===== src/rtl/mc_if.sv =====
// mc_if: control bundle between the multi-cycle sequencer and the MIPS datapath
interface mc_if;
  logic [31:0] instr;
  logic        zero;
  logic        ir_write;
  logic        pc_write;
  logic [1:0]  pc_src;
  logic        reg_write;
  logic [1:0]  a3_sel;
  logic [1:0]  wd_sel;
  logic        mem_write;
  logic        alu_src_b;
  logic        ext_op;
  logic [2:0]  alu_op;
  logic [2:0]  state;
  logic        instr_done;
  logic [31:0] retired;
  modport master (
    input  instr, zero,
    output ir_write, pc_write, pc_src, reg_write, a3_sel, wd_sel, mem_write,
           alu_src_b, ext_op, alu_op, state, instr_done, retired
  );
  modport slave (
    output instr, zero,
    input  ir_write, pc_write, pc_src, reg_write, a3_sel, wd_sel, mem_write,
           alu_src_b, ext_op, alu_op, state, instr_done, retired
  );
endinterface


===== src/rtl/mc_controller.sv =====
// mc_controller: FETCH/DECODE/EXEC/MEM/WB sequencer driving the multi-cycle MIPS datapath
module mc_controller (
  input logic clk,
  input logic reset,
  mc_if.master bus
);
  typedef enum logic [2:0] {FETCH, DECODE, EXEC, MEM, WB} state_t;
  state_t st, nxt;
  logic [31:0] retired;
  logic [5:0] op, fn;
  logic addu, subu, jr, ori, lui, lw, sw, beq, j, jal, unk, jmp;
  logic f, d, e, m, w, done;
  logic unused_bits;
  assign op   = bus.instr[31:26];
  assign fn   = bus.instr[5:0];
  assign addu = op == 6'b000000 && fn == 6'b100001;
  assign subu = op == 6'b000000 && fn == 6'b100011;
  assign jr   = op == 6'b000000 && fn == 6'b001000;
  assign ori  = op == 6'b001101;
  assign lui  = op == 6'b001111;
  assign lw   = op == 6'b100011;
  assign sw   = op == 6'b101011;
  assign beq  = op == 6'b000100;
  assign j    = op == 6'b000010;
  assign jal  = op == 6'b000011;
  assign unk  = !(addu | subu | jr | ori | lui | lw | sw | beq | j | jal);
  assign jmp  = j | jal | jr | unk;
  assign unused_bits = ^bus.instr[25:6];
  // state decodes are gated by reset so no enable is visible while held in reset
  assign f = reset && st == FETCH;
  assign d = reset && st == DECODE;
  assign e = reset && st == EXEC;
  assign m = reset && st == MEM;
  assign w = reset && st == WB;
  assign done = (d & jmp) | (e & beq) | (m & sw) | w;
  always_comb begin
    nxt = st == FETCH  ? DECODE :
          st == DECODE ? (jmp ? FETCH : EXEC) :
          st == EXEC   ? (beq ? FETCH : (lw | sw) ? MEM : WB) :
          st == MEM    ? (sw ? FETCH : WB) : FETCH;
  end
  always_ff @(posedge clk or negedge reset) begin
    if (!reset) begin
      st      <= FETCH;
      retired <= '0;
    end else begin
      st      <= nxt;
      retired <= retired + {31'd0, done};
    end
  end
  assign bus.ir_write   = f;
  assign bus.pc_write   = f | (d & (j | jal | jr)) | (e & beq & bus.zero);
  assign bus.pc_src     = d & (j | jal) ? 2'b10 : d & jr ? 2'b11 : e & beq ? 2'b01 : 2'b00;
  assign bus.reg_write  = (d & jal) | (w & (addu | subu | ori | lui | lw));
  assign bus.a3_sel     = d & jal ? 2'b10 : w & (ori | lui | lw) ? 2'b01 : 2'b00;
  assign bus.wd_sel     = d & jal ? 2'b10 : w & lw ? 2'b01 : 2'b00;
  assign bus.mem_write  = m & sw;
  assign bus.alu_src_b  = e & (ori | lui | lw | sw);
  assign bus.ext_op     = e & (lw | sw);
  assign bus.alu_op     = e & (subu | beq) ? 3'b001 : e & ori ? 3'b010 : e & lui ? 3'b011 : 3'b000;
  assign bus.state      = st;
  assign bus.instr_done = done;
  assign bus.retired    = retired;
endmodule


===== src/flat_wrapper.sv =====
// flat-port wrapper written by rule: the top's interface ports become plain ports
module mc_controller_flat 
  (clk, reset, bus_instr, bus_zero, bus_ir_write, bus_pc_write, bus_pc_src, bus_reg_write, bus_a3_sel, bus_wd_sel, bus_mem_write, bus_alu_src_b, bus_ext_op, bus_alu_op, bus_state, bus_instr_done, bus_retired);
  mc_if bus_i ();
  input logic clk;
  input logic reset;
  input wire logic [$bits(bus_i.instr)-1:0] bus_instr;
  input wire logic [$bits(bus_i.zero)-1:0] bus_zero;
  output wire logic [$bits(bus_i.ir_write)-1:0] bus_ir_write;
  output wire logic [$bits(bus_i.pc_write)-1:0] bus_pc_write;
  output wire logic [$bits(bus_i.pc_src)-1:0] bus_pc_src;
  output wire logic [$bits(bus_i.reg_write)-1:0] bus_reg_write;
  output wire logic [$bits(bus_i.a3_sel)-1:0] bus_a3_sel;
  output wire logic [$bits(bus_i.wd_sel)-1:0] bus_wd_sel;
  output wire logic [$bits(bus_i.mem_write)-1:0] bus_mem_write;
  output wire logic [$bits(bus_i.alu_src_b)-1:0] bus_alu_src_b;
  output wire logic [$bits(bus_i.ext_op)-1:0] bus_ext_op;
  output wire logic [$bits(bus_i.alu_op)-1:0] bus_alu_op;
  output wire logic [$bits(bus_i.state)-1:0] bus_state;
  output wire logic [$bits(bus_i.instr_done)-1:0] bus_instr_done;
  output wire logic [$bits(bus_i.retired)-1:0] bus_retired;
  assign bus_i.instr = bus_instr;
  assign bus_i.zero = bus_zero;
  assign bus_ir_write = bus_i.ir_write;
  assign bus_pc_write = bus_i.pc_write;
  assign bus_pc_src = bus_i.pc_src;
  assign bus_reg_write = bus_i.reg_write;
  assign bus_a3_sel = bus_i.a3_sel;
  assign bus_wd_sel = bus_i.wd_sel;
  assign bus_mem_write = bus_i.mem_write;
  assign bus_alu_src_b = bus_i.alu_src_b;
  assign bus_ext_op = bus_i.ext_op;
  assign bus_alu_op = bus_i.alu_op;
  assign bus_state = bus_i.state;
  assign bus_instr_done = bus_i.instr_done;
  assign bus_retired = bus_i.retired;
  mc_controller u_core (.clk(clk), .reset(reset), .bus(bus_i));
endmodule

===== config.mk =====
export PLATFORM = sky130hd
export DESIGN_NAME = mc_controller_flat
export DESIGN_NICKNAME = d
export VERILOG_FILES = /design/src/rtl/mc_if.sv /design/src/rtl/mc_controller.sv /design/src/flat_wrapper.sv
export SDC_FILE = /design/constraint.sdc
export NUM_CORES = 1
export LEC_CHECK = 0
export ABC_AREA = 1
export BUFFER_PORTS_ARGS = -buffer_cell sky130_fd_sc_hd__buf_2
export CAP_MARGIN = 15
export CORE_AREA = 2 2 67 94
export CTS_CLUSTER_DIAMETER = 40
export DETAILED_ROUTE_END_ITERATION = 10
export DIE_AREA = 0 0 69 96
export PLACE_DENSITY = 0.63
export SLEW_MARGIN = 20
export SYNTH_ARGS = -nofsm -noshare
export SYNTH_HDL_FRONTEND = slang
export SYNTH_SLANG_ARGS = --single-unit

===== constraint.sdc =====
create_clock -name clk -period 2.5 [get_ports clk]
set_input_delay 0.25 -clock clk [delete_from_list [all_inputs] [get_ports clk]]
set_output_delay 0.25 -clock clk [all_outputs]
set_load 0.03 [all_outputs]

* After elaboration in Yosys (flattened, before gate mapping)
Cells that the tools add are included.
Operators by class: multiplexer cells 18, eq/ne operators 14, reductions and logical operators 11, bitwise logic cells 42, add/subtract/negate cells 1
Operators with widths (number):
- 32-bit by 1-bit adder with 32-bit output | 1
- 3-bit 2-to-1 mux | 9
- 1-bit OR | 26
- 6-bit equality test (second input constant) | 4
- 6-bit by 4-bit equality test with 1-bit output (second input constant) | 3
- 1-bit AND | 16
- 6-bit by 2-bit equality test with 1-bit output (second input constant) | 2
- 2-bit 2-to-1 mux | 6
- 1-bit logical AND | 8
- 3-bit by 2-bit equality test with 1-bit output (second input constant) | 2
- 6-bit by 3-bit equality test with 1-bit output (second input constant) | 1
- 6-bit logical NOT | 1
- 3-bit by 1-bit equality test with 1-bit output (second input constant) | 1
- 3-bit equality test (second input constant) | 1
- 3-bit logical NOT | 1
- 1-bit 2-to-1 mux | 3
- 1-bit logical NOT | 1
Storage, ports and cells: logic and storage cells 88, output and inout bits 51, input bits 35, register bits after elaboration 35

* Depth between registers and ports, before layout
depth after elaboration 18, gate-level depth with buffers 17

* Worst setup path after synthesis
Ideal clock, no wire load.
path type register to register, start point register u_core.st[1] (netlist: u_core.bus.state[1]), end point register u_core.retired[18] (netlist: u_core.bus.retired[18]), library setup time 118 ps, data required time 2382 ps, path slack -446 ps, arrival time 2828 ps, stages on the path, launching flop included 16, cell sequence dfrtp_1 -> inv_1 -> nor2_1 -> nand2_1 -> nor3_2 -> nor2_1 -> nand2_1 -> ha_1 -> ha_1 -> nand3_2 -> inv_2 -> nand2_4 -> nor2_4 -> nand3_1 -> nand2_1 -> nand2_1
On the way: elaborated cells on any way between the ends 15
RTL lines:
- start, declared | line mc_controller.sv:8 | state_t st, nxt;
- start signal, assigned | line mc_controller.sv:47 | st <= nxt;
- 3-bit by 2-bit equality test with 1-bit output | line mc_controller.sv:33 | assign m = reset && st == MEM;
- 1-bit logical AND | line mc_controller.sv:33
- 1-bit AND
- via bus_mem_write | line flat_wrapper.sv:15 | output wire logic [$bits(bus_i.mem_write)-1:0] bus_mem_write;
- 1-bit OR (2 in series) | line mc_controller.sv:35 | assign done = (d & jmp) | (e & beq) | (m & sw) | w;
- via bus_instr_done | line flat_wrapper.sv:20 | output wire logic [$bits(bus_i.instr_done)-1:0] bus_instr_done;
- 32-bit by 1-bit adder with 32-bit output | line mc_controller.sv:48 | retired <= retired + {31'd0, done};
- end signal, assigned | line mc_controller.sv:48
- end, declared | line mc_controller.sv:9 | logic [31:0] retired;
The timed path passes the listed nets, and every way through them passes these cells.

* Worst setup path after layout
start point input reset, end point register u_core.retired[10] (netlist: u_core.bus.retired[10])
On the way: cells in the longest elaborated chain, start to end 6, elaborated cells on any way between the ends 11
RTL lines:
- start, declared | line flat_wrapper.sv:6 | input logic reset;
- 1-bit logical AND (on tied branches) | line mc_controller.sv:31, mc_controller.sv:32
- 1-bit AND | line mc_controller.sv:35
- 1-bit OR (2 in series) | line mc_controller.sv:35
- 1-bit OR * | line mc_controller.sv:35
- 32-bit by 1-bit adder with 32-bit output * | line mc_controller.sv:48
Every way passes the cells marked *; elsewhere a longest branch is shown, timed or not.

==> tab_implementation.tex <==
\begin{tabular}{lr}
\hline
Metric & Value \\
\hline
\multicolumn{2}{l}{\textbf{Status}} \\
\quad Outcome & finished, final reports clean \\
\multicolumn{2}{l}{\textbf{Worst setup path}} \\
\quad Cells traversed along the worst timing path & dlygate4sd3\_1, buf\_4, nand2\_2, nor2\_2, nand2\_1, nand2\_1, nor2\_1, nand2\_2, ha\_4, ha\_4, nand3\_4, inv\_4, nand2\_4, nor2\_4, buf\_4, xor2\_1 \\
\quad Startpoint kind of the worst setup timing path & primary input \\
\quad Worst path max stage delay & 520 ps \\
\quad Type of destination of the critical path & flop \\
\quad Required time of the worst setup path & around 2700 ps \\
\quad Largest fanout of any net on the critical path & 8 \\
\quad Path type of the worst setup path & in -> reg \\
\quad Worst Reg-to-Reg Cells & 15 \\
\quad Critical-path top delay cell & sky130\_fd\_sc\_hd\_\_dlygate4sd3\_1 \\
\quad Critical Path AT & between 2000 and 3000 ps \\
\multicolumn{2}{l}{\textbf{Drt}} \\
\quad Post-route DRC violation count & 0 \\
\quad Pre-antenna DRT Iters & 4 \\
\quad Overall via count from detail\_route & 2218 \\
\quad Detail-routed net length per standard cell & 12.23 microns \\
\quad Number of nets with antenna violations after detailed routing & 0 \\
\quad Initial drt markers & 156 \\
\quad Wire length after detailed routing & $\sim$5.7 mm \\
\quad Via/cell ratio & 4.760 \\
\multicolumn{2}{l}{\textbf{Logic synthesis}} \\
\quad Share of flip-flops with an asynchronous set or reset & 1.000 \\
\quad Cell with the most instances after synthesis & sky130\_fd\_sc\_hd\_\_nand2\_1 \\
\quad Top cells by area in the synthesized netlist & sky130\_fd\_sc\_hd\_\_dfrtp\_1 39\%, sky130\_fd\_sc\_hd\_\_nand2\_1 19\%, sky130\_fd\_sc\_hd\_\_nor2\_1 9.2\% \\
\quad Mean instance size in the synthesized netlist & 6.987 sq um \\
\quad Library cell with the largest summed area after synthesis & sky130\_fd\_sc\_hd\_\_dfrtp\_1 \\
\quad Xor and xnor fraction of the mapped netlist area & 0.05876 \\
\quad Total of flip-flops plus latches after synthesis & 35 \\
\quad Net count after synthesis & 357 \\
\quad Area share of fa/ha/maj cells after synthesis & 0.01119 \\
\quad Compound-Gate Fraction of Synth Area & 0.01007 \\
\quad Prevailing post-synth register cell & sky130\_fd\_sc\_hd\_\_dfrtp\_1 \\
\quad Area share of the leading cell type in the synthesized netlist & 0.3917 \\
\quad Main combinational cell family by area after synthesis & simple AND/OR/NAND/NOR gates \\
\quad Simple-Gate Fraction of Synth Area & 0.4661 \\
\quad Netlist area before placement & 2236 sq um \\
\quad Most common library cells after synthesis & 116 x sky130\_fd\_sc\_hd\_\_nand2\_1, 55 x sky130\_fd\_sc\_hd\_\_nor2\_1, 35 x sky130\_fd\_sc\_hd\_\_dfrtp\_1 \\
\quad Number of warning messages in the yosys log & 0 \\
\quad Number of distinct library cells after synthesis & 24 \\
\quad Share of synthesized area occupied by flip-flops and latches & 0.3917 \\
\quad Post-synth EDFFs & 0 \\
\quad Gate Count Post-Synth & 320 \\
\quad Portion of netlist area occupied by mux cells & 0 \\
\multicolumn{2}{l}{\textbf{STA}} \\
\quad Setup slack of the critical path after layout & 184.4 ps \\
\quad Maximum achievable frequency & approximately 430 MHz \\
\quad Time the final worst path needs with I/O delays and setup & 2316 ps \\
\quad Skew final & 4.734 ps \\
\quad Fin crit share & 0.9262 \\
\quad RSZ-0062 raised after global routing & no \\
\quad Post-Route Setup TNS & 0 ps \\
\quad Number of setup violations in the final report & 0 \\
\quad Hold violation count in the final report & 0 \\
\quad Number of max-slew violations in the final report & 0 \\
\quad Min Hold Slack & 301.9 ps \\
\multicolumn{2}{l}{\textbf{Cells and area}} \\
\quad Filler instances & 614 \\
\quad Cell Count, Final, Fillers Out & 466 \\
\quad Antenna cell count & 0 \\
\quad Post-layout net count & 432 \\
\quad Fraction of layout cells with a size suffix above 1 & 0.2727 \\
\quad Syn-to-layout area delta & 26.08\% \\
\multicolumn{2}{l}{\textbf{Place}} \\
\quad DPL Wire Length & 4.587 mm \\
\quad Cell Count Post-Placement & 456 \\
\quad Worst slack at placement & a little under 200 ps \\
\quad Port buffer count & 64 \\
\quad Final RePlAce weighted congestion & 0.8889 \\
\multicolumn{2}{l}{\textbf{Floorplanning}} \\
\quad \# IOs & 86 \\
\quad Die Y & between 90 and 100 microns \\
\quad Die Wd & 69 microns \\
\quad Starting Density & 0.3868 \\
\quad Number of rows in the core area & 33 \\
\quad DIE AREA & about 6600 sq um \\
\quad Placeable core area & roughly 5800 sq um \\
\multicolumn{2}{l}{\textbf{Clocking}} \\
\quad Clk sink count & 35 \\
\quad Clock Latency Late Sink & 300 ps \\
\quad Number of clock buffers inserted by TritonCTS & 5 \\
\quad CTS tree & built \\
\quad Root Buffer Master & sky130\_fd\_sc\_hd\_\_clkbuf\_8 \\
\quad Count of H-tree levels built during CTS & 2 \\
\quad Clock transition at the register clock pins on the worst setup and hold paths after CTS & 70 ps \\
\quad Maximum buffer depth of the clock tree & 2 \\
\multicolumn{2}{l}{\textbf{GRT}} \\
\quad Total global routing track utilization & 0.1793 \\
\quad Vias in the first global route & 2128 \\
\quad Overall overflow remaining after global route & 0 \\
\quad Wire length of the first global-routing pass & 9.397 mm \\
\quad Maximum number of pins on one net before global-route repair & 33 \\
\quad Number of antenna violations at the first check in global routing & 0 \\
\multicolumn{2}{l}{\textbf{Power and ir drop}} \\
\quad Ratio of total power to cell area & 562.3 nW/um\^{}2 \\
\quad Combinational Power Share & 0.281 \\
\quad Clock network fraction of total power & 0.277 \\
\quad Proportion of power drawn by flip-flops and latches & 0.442 \\
\quad Static leakage & between 1.5 and 2 nW \\
\quad Maximum vdd ir drop & 0.2612 mV \\
\quad Total net switching power & 600.6 uW \\
\quad Overall power consumption & 1.585 mW \\
\quad Switching fraction of total power & 0.3789 \\
\quad Cell internal pwr & 984.5 uW \\
\multicolumn{2}{l}{\textbf{Flow run}} \\
\quad Number of maximum-capacitance constraint violations & 0 \\
\multicolumn{2}{l}{\textbf{Worst hold path}} \\
\quad Type of the most critical hold path & in -> async \\
\hline
\end{tabular}
## logic make-up (layout without fill, tap and decap cells)
family / Yosys count / in the layout
fa+ha+maj: 2 / 2
flops: 35 / 35
simple gates: 229 / 229
other cells: 1 / 1
compound gates: 4 / 4
buf+inv: 34 / 110
xor+xnor: 15 / 15
## power by group through the flow
stage | registers (mW) | logic [mW] | clock network, mW
after global placement | 0.711 | 0.441 | 0
final | 0.701 | 0.445 | 0.439
after detailed placement | 0.712 | 0.450 | 0
after CTS | 0.702 | 0.453 | 0.447
after global routing | 0.711 | 0.483 | 0.464
after floorplan | 0.813 | 0.198 | 0
## critical path, delay by kind of cell
| family | cells | cell delay, ps |
|---|---|---|
| buffers and inverters | 4 | 930 |
| and+or+nand+nor | 9 | 880 |
| adders and majority gates | 2 | 330 |
| xor gates and xnor gates | 1 | 130 |
## registers in the layout (all words and copies together) (netlist names)
signal / count
u_core.bus.state: 3
u_core.bus.retired: 32
## routing by layer
layer,routed length (microns),vias to the layer above,part of all wire,track usage
met5,0,-,0,0
met3,270,8,0.047,0.03351
met1,2236,1014,0.39,0.1762
li1,-,1136,-,-
met4,108,0,0.019,0.07353
met2,3084,60,0.54,0.3646
## layout by cell type (no fill, tap or decap)
master,instances
sky130_fd_sc_hd__a21oi_1,1
sky130_fd_sc_hd__and3_1,1
sky130_fd_sc_hd__buf_2,63
sky130_fd_sc_hd__buf_4,6
sky130_fd_sc_hd__clkbuf_1,1
sky130_fd_sc_hd__clkbuf_8,6
sky130_fd_sc_hd__clkinv_2,1
sky130_fd_sc_hd__conb_1,1
sky130_fd_sc_hd__dfrtp_1,33
sky130_fd_sc_hd__dfrtp_2,2
sky130_fd_sc_hd__dlygate4sd3_1,1
sky130_fd_sc_hd__ha_4,2
sky130_fd_sc_hd__inv_1,28
sky130_fd_sc_hd__inv_2,3
sky130_fd_sc_hd__inv_4,1
sky130_fd_sc_hd__nand2_1,114
sky130_fd_sc_hd__nand2_2,6
sky130_fd_sc_hd__nand2_4,1
sky130_fd_sc_hd__nand3_1,16
sky130_fd_sc_hd__nand3_4,1
sky130_fd_sc_hd__nand3b_1,13
sky130_fd_sc_hd__nand4_1,5
sky130_fd_sc_hd__nor2_1,55
sky130_fd_sc_hd__nor2_2,9
sky130_fd_sc_hd__nor2_4,6
sky130_fd_sc_hd__nor3_1,1
sky130_fd_sc_hd__nor3_4,1
sky130_fd_sc_hd__o211ai_1,1
sky130_fd_sc_hd__o21ai_0,2
sky130_fd_sc_hd__xnor2_1,4
sky130_fd_sc_hd__xor2_1,11
## area by class of cell
cell class / instances / area, sq um / share of cell area
inverters: 32 / 122.6 / 0.04350
multi-input cells: 251 / 1269 / 0.4501
clock buffers: 7 / 86.33 / 0.03063
repair buffers: 70 / 370.4 / 0.1314
clock inverters: 1 / 5.005 / 0.001775
flip-flops and latches: 35 / 878.3 / 0.3116
well taps: 70 / 87.58 / 0.03107
## path summary, 6_finish.rpt
path,startpoint,end,slack (ps)
setup / recovery,reset,u_core.bus.retired[10]$_DFF_PN0_,180
hold / removal,reset,u_core.bus.state[2]$_DFF_PN0_,300
setup reg to reg,u_core.bus.state[2]$_DFF_PN0_,u_core.bus.retired[10]$_DFF_PN0_,230
hold reg to reg,u_core.bus.retired[31]$_DFF_PN0_,u_core.bus.retired[31]$_DFF_PN0_,490
max in group asynchronous,reset,u_core.bus.retired[6]$_DFF_PN0_,1570
min in group clk,bus_instr[28],u_core.bus.state[1]$_DFF_PN0_,330
## metrics by stage
| stage | utilization | cell area [sq um] |
|---|---|---|
| 2_1_floorplan | - | 2282 |
| 3_3_place_gp | 0.4680 | 2705 |
| 3_5_place_dp | 0.4680 | 2705 |
| 4_1_cts | 0.4855 | 2806 |
| 5_1_grt | 0.4877 | 2819 |
| 6_report | 0.4877 | 2819 |
## timing repair
action	in CTS	in global routing
buffers inserted	0	1
hold buffers	1	0
hold endpoints to repair	3	0
resized for setup	0	3
endpoints found under the setup margin	0	4
Power figures use the tool's default switching activity.
